--- config.mk ---
export PLATFORM = sky130hd
export DESIGN_NAME = bayer_stream_tx
export DESIGN_NICKNAME = d
export VERILOG_FILES = /design/src/rtl/bayer_stream_tx.sv
export SDC_FILE = /design/constraint.sdc
export NUM_CORES = 1
export LEC_CHECK = 0
export CAP_MARGIN = 20
export CORE_ASPECT_RATIO = 1.1
export CORE_MARGIN = 3
export CORE_UTILIZATION = 63
export DETAILED_ROUTE_END_ITERATION = 12
export DONT_BUFFER_PORTS = 1
export PLACE_DENSITY = 0.79
export RECOVER_POWER = 100
export SKIP_CTS_REPAIR_TIMING = 1
export SLEW_MARGIN = 20
export SYNTH_ARGS = -nofsm -noshare
export SYNTH_HDL_FRONTEND = slang
export SYNTH_SLANG_ARGS = --single-unit
--- constraint.sdc ---
create_clock -name clk -period 2.45 [get_ports clk]
set_clock_uncertainty 0.05 [all_clocks]
set_input_delay 0.49 -clock clk [delete_from_list [all_inputs] [get_ports clk]]
set_output_delay 0.49 -clock clk [all_outputs]
set_load 0.02 [all_outputs]
--- src/rtl/bayer_stream_tx.sv ---
// Raw-Bayer frame transmitter feeding the processing pipeline input.
// Emits a newFrame pulse, a pre-frame idle gap, height rows of width pixels
// pulled from an upstream valid/ready source (each row followed by blanking),
// then zero-data flush rows until the pipeline reports done or the flush limit
// is reached.
//
// Upstream handshake: a pixel moves on a rising edge where sValid and sReady
// are both high. sReady is high exactly while the FSM is in ACTIVE and does
// not depend on sValid. The source keeps sData stable while sValid is high
// and the pixel has not yet been taken.
module bayer_stream_tx #(
  parameter int width        = 320,
  parameter int height       = 240,
  parameter int preFrameIdle = 32,
  parameter int rowBlank     = 16,
  parameter int maxFlushRows = 4
) (
  input  logic       clk,
  input  logic       reset,
  input  logic       start,
  input  logic       sValid,
  input  logic [7:0] sData,
  output logic       sReady,
  output logic       newFrame,
  output logic       oValid,
  output logic [7:0] oData,
  input  logic       iDone,
  output logic       busy,
  output logic       frameDone,
  output logic       timeout,
  output logic [2:0] dbg_state
);

  localparam int COL_W   = $clog2(width > 1 ? width : 2);
  localparam int ROW_W   = $clog2(height > 1 ? height : 2);
  localparam int BLK_MAX = (preFrameIdle > rowBlank) ? preFrameIdle : rowBlank;
  localparam int BLK_W   = $clog2(BLK_MAX > 1 ? BLK_MAX : 2);
  localparam int FR_W    = $clog2(maxFlushRows + 1);

  // The first ACTIVE cycle is itself an idle output cycle (the accepted pixel
  // appears one cycle later), so PRE lasts one cycle less than the gap.
  localparam int PRE_LAST_I = (preFrameIdle > 1) ? preFrameIdle - 2 : 0;

  localparam logic [COL_W-1:0] COL_LAST   = COL_W'(width - 1);
  localparam logic [ROW_W-1:0] ROW_LAST   = ROW_W'(height - 1);
  localparam logic [BLK_W-1:0] PRE_LAST   = BLK_W'(PRE_LAST_I);
  localparam logic [BLK_W-1:0] BLANK_LAST = BLK_W'(rowBlank - 1);
  localparam logic [FR_W-1:0]  FR_LIMIT   = FR_W'(maxFlushRows);

  typedef enum logic [2:0] {
    S_IDLE   = 3'd0,
    S_SOF    = 3'd1,
    S_PRE    = 3'd2,
    S_ACTIVE = 3'd3,
    S_HBLANK = 3'd4,
    S_FLUSH  = 3'd5,
    S_FBLANK = 3'd6,
    S_DONE   = 3'd7
  } state_t;

  state_t           state, state_d;
  logic [COL_W-1:0] col, col_d;
  logic [ROW_W-1:0] row, row_d;
  logic [BLK_W-1:0] blk, blk_d;
  logic [FR_W-1:0]  frows, frows_d, frows_inc;
  logic             done_seen, done_seen_d;
  logic             timeout_d, new_frame_d, o_valid_d, frame_done_d;
  logic [7:0]       o_data_d;
  logic             in_flush, done_now, xfer;

  assign sReady    = (state == S_ACTIVE);
  assign busy      = (state != S_IDLE);
  assign dbg_state = state;

  assign xfer      = sValid & sReady;
  assign in_flush  = (state == S_FLUSH) || (state == S_FBLANK);
  // iDone on the final FBLANK cycle still counts as seen during FBLANK.
  assign done_now  = done_seen | (iDone & in_flush);
  assign frows_inc = frows + FR_W'(1);

  // Next-state, counter and registered-output decode.
  always_comb begin
    state_d      = state;
    col_d        = col;
    row_d        = row;
    blk_d        = blk;
    frows_d      = frows;
    done_seen_d  = done_seen | (iDone & in_flush);
    timeout_d    = timeout;
    new_frame_d  = 1'b0;
    o_valid_d    = 1'b0;
    o_data_d     = oData;
    frame_done_d = 1'b0;
    case (state)
      S_IDLE: begin
        if (start) begin
          state_d     = S_SOF;
          col_d       = '0;
          row_d       = '0;
          blk_d       = '0;
          frows_d     = '0;
          done_seen_d = 1'b0;
          timeout_d   = 1'b0;
          new_frame_d = 1'b1;
        end
      end
      S_SOF: begin
        blk_d   = '0;
        state_d = (preFrameIdle > 1) ? S_PRE : S_ACTIVE;
      end
      S_PRE: begin
        if (blk == PRE_LAST) begin
          blk_d   = '0;
          state_d = S_ACTIVE;
        end else begin
          blk_d = blk + BLK_W'(1);
        end
      end
      S_ACTIVE: begin
        if (xfer) begin
          o_valid_d = 1'b1;
          o_data_d  = sData;
          if (col == COL_LAST) begin
            col_d   = '0;
            blk_d   = '0;
            state_d = S_HBLANK;
          end else begin
            col_d = col + COL_W'(1);
          end
        end
      end
      S_HBLANK: begin
        if (blk == BLANK_LAST) begin
          blk_d = '0;
          if (row == ROW_LAST) begin
            col_d   = '0;
            state_d = S_FLUSH;
          end else begin
            row_d   = row + ROW_W'(1);
            state_d = S_ACTIVE;
          end
        end else begin
          blk_d = blk + BLK_W'(1);
        end
      end
      S_FLUSH: begin
        o_valid_d = 1'b1;
        o_data_d  = 8'd0;
        if (col == COL_LAST) begin
          col_d   = '0;
          blk_d   = '0;
          state_d = S_FBLANK;
        end else begin
          col_d = col + COL_W'(1);
        end
      end
      S_FBLANK: begin
        if (blk == BLANK_LAST) begin
          blk_d   = '0;
          frows_d = frows_inc;
          if (done_now) begin
            state_d      = S_DONE;
            frame_done_d = 1'b1;
          end else if (frows_inc == FR_LIMIT) begin
            timeout_d    = 1'b1;
            state_d      = S_DONE;
            frame_done_d = 1'b1;
          end else begin
            state_d = S_FLUSH;
          end
        end else begin
          blk_d = blk + BLK_W'(1);
        end
      end
      S_DONE: begin
        state_d = S_IDLE;
      end
      default: begin
        state_d = S_IDLE;
      end
    endcase
  end

  // State, counters and registered outputs; reset clears everything at once.
  always_ff @(posedge clk or negedge reset) begin
    if (!reset) begin
      state     <= S_IDLE;
      col       <= '0;
      row       <= '0;
      blk       <= '0;
      frows     <= '0;
      done_seen <= 1'b0;
      timeout   <= 1'b0;
      newFrame  <= 1'b0;
      oValid    <= 1'b0;
      oData     <= 8'd0;
      frameDone <= 1'b0;
    end else begin
      state     <= state_d;
      col       <= col_d;
      row       <= row_d;
      blk       <= blk_d;
      frows     <= frows_d;
      done_seen <= done_seen_d;
      timeout   <= timeout_d;
      newFrame  <= new_frame_d;
      oValid    <= o_valid_d;
      oData     <= o_data_d;
      frameDone <= frame_done_d;
    end
  end

endmodule
==> flow_summary.toml <==
[global_routing]
grt_max_degree = 42
grt.overflow.total = 0
grt_pass1_wl_um = 7550
grt_pass1_vias = 1669
grt_use_total_pct = 22.6
antenna_found_initial = 0

[synthesis]
yosysTopAreaCellShare_pct = 46.1
synth_seq_cells = 41
synth-xor-area-share_pct = 3.15
yosysTopAreaCell = "dfrtp_1"
synthMuxAreaShare_pct = 0.506
ys_warn_count = 0
synth_common_cells = "dfrtp_1, nand2_1, nor2_1"
ys_types = 46
synth_most_common_cell = "dfrtp_1"
synth_fa_ha_area_share_pct = 4.49
synth-seq-area-share_pct = 46.1
synth_area_leaders = "dfrtp_1, nand2_1, ha_1"
synth_top_family_by_area = "simple AND/OR/NAND/NOR gates"
syn_nets = 260
synth_edf_count = 0
synthSimpleGateAreaFrac_pct = 24.9
yosys_most_used_dff = "dfrtp_1"
netlist_instances = 239
syn_avg_cell_area_sq_um = 9.32
synth_compound_area_share_pct = 16.4
async_flop_share_pct = 100
syn-cell-area_sq_mm = 0.00223

[worst_hold_path]
hold_class = "in -> reg"

[power_and_ir_drop]
peakVddDrop_uv = 432
leakage_nw = 1.08
powerDensity_mw_per_mm2 = 1020
power.total_w = 0.00239

[sta]
rsz0062_at_grt = "no"
timing.slew.headroom_pct = 34.0
finalMaxSlewViolations = 0
setup_viol = 0
period_share_pct = 87.7
hold_viol_final = 0
holdWs_ns = 0.197
postLayoutSetupSlackWorst_ns = 0.301
fin_tns_setup_ns = 0
fmax_ghz = 0.465
min_period_ns = 2.15
tightest_slew_ns = 0.990

[floorplan]
die_area_sq_mm = 0.00429
num_rows = 22
fp.dieW_um = 62.7
core_sq_mm = 0.00336
ios = 30
die-height_um = 68.4
start_util_pct = 66.3

[route]
avgRoutedWirePerCell_um = 14.6
drt_wl_total_um = 4280
drtIter0Drc = 123
dr.pass1.iters = 5
drcViolationCount = 0
vias_per_cell = 5.79
vias = 1703
ant_nets = 0

[finish]
drive_gt1_share_pct = 9.35
nets = 267
num_antenna_cells = 0
stdcell_count = 294
syn2layout_area_growth_pct = 4.66

[worst_setup_path]
crit_type = "reg -> reg"
slowest_stage = "dfrtp_1"
start_kind = "flip-flop"
cp_common_cell = "buf_4"
cp.required_ns = 2.64
cp_max_fo = 10
arrival_ns = 2.34
path_cells = "buf_4 > nand4b_1 > nand2_1 > o32ai_1 > buf_4 > o21ai_1 > o41ai_4"
cp-end-kind = "flip-flop"
max_stage_delay_ns = 0.54

[clock_tree]
h-tree-depth = 2
cts-root-buf = "clkbuf_4"
clkTransAtPathRegs_ns = 0.12
cts_tree = "yes"
clkSinkCount = 41
insertion_delay_ns = 0.35
cts_buffer_depth = 2
numCtsBuffers = 5

[place]
place_hpwl_um = 3060
placed_cells = 285
gp_congestion = 0.797
place_ws_ns = 0.381
io_buffers = 0

[job]
maxCapViolCount = 0

[outcome]
outcome = "complete, no violations"
-- cell usage in the layout, fill, tap and decap left out, types with 2 or more instances in the layout --
master / netlist / layout
nor3_1: 3 / 3
nor2b_1: 3 / 4
nand3b_1: 3 / 3
inv_1: 11 / 11
dfrtp_1: 41 / 41
o22ai_1: 2 / 2
clkbuf_4: 0 / 5
nand2b_1: 4 / 4
nor2_1: 26 / 27
nand3_1: 15 / 15
xor2_1: 3 / 3
nand4_1: 4 / 4
o21ai_0: 15 / 18
o31ai_2: 3 / 3
or3_1: 1 / 2
o21ai_1: 5 / 3
nand2_1: 34 / 34
xnor2_1: 5 / 5
a21oi_1: 11 / 11
o211ai_1: 2 / 3
nand4b_1: 1 / 2
o31ai_1: 2 / 2
and3_1: 4 / 4
a31oi_1: 4 / 4
buf_4: 1 / 7
ha_1: 8 / 8
-- critical path: cells and delay by family, from the launching register on --
kind / cells / cell delay, ns
AOI/OAI and AO/OA: 3 / 0.46
buffers and inverters: 2 / 0.41
DFF: 1 / 0.54
and+or+nand+nor: 2 / 0.57
-- report_power, final --
part	internal [W]	switching, W
logic	0.000336	0.000535
clock network	0.000208	0.000207
registers	0.000835	0.000267
total	0.00138	0.00101
-- cell type report --
class                      instances  area, sq um
clock inverter                     2         35.0
sequential                        41         1030
inverter                          11         41.3
tap                               48         60.1
multi-input combinational        178         1060
clock buffer                       5         37.5
timing repair buffer               9         67.6
fill                             291         1030
-- final timing paths --
kind	endpoint	slack [ns]	start	cells after the start
hold reg to reg	frows[2]$_DFFE_PN0P_	0.48	frows[2]$_DFFE_PN0P_	1
min in group asynchronous	col[8]$_DFFE_PN0P_	0.79	reset	2
max in group asynchronous	row[7]$_DFFE_PN0P_	0.92	reset	2
setup / recovery	col[6]$_DFFE_PN0P_	0.30	dbg_state[0]$_DFFE_PN0P_	7
hold / removal	oData[1]$_DFFE_PN0P_	0.20	sData[1]	2
setup reg to reg	col[6]$_DFFE_PN0P_	0.30	dbg_state[0]$_DFFE_PN0P_	7
-- kinds of logic (layout without fill, tap and decap cells) --
family,Yosys count,in the layout
DFF,41,41
muxes,1,1
AOI/OAI and AO/OA,53,53
and+or+nand+nor,108,108
buffers and inverters,20,27
xor gates and xnor gates,8,8
adders and majority gates,8,8
-- per-layer routing --
layer | part of all wire (%) | routed length (um) | GRT usage [%]
met5 | 0 | 0 | 0
met4 | 1.8 | 76 | 11.6
met3 | 5.4 | 229 | 5.91
met2 | 49 | 2100 | 37.9
met1 | 44 | 1870 | 27.3
-- metrics by stage --
stage	util, %	area, sq um
floorplan	-	2230
global route	69.4	2330
detailed placement	67.9	2280
CTS	70.1	2350
global placement	67.9	2280
finish	69.4	2330
-- flip-flops by register name, summed over array words and instances, names as in the netlist, 3 cells and up --
register and cells:
dbg_state 3, frows 3, row 8, col 9
oData 8, blk 5
(Power assumes the default switching activity.)
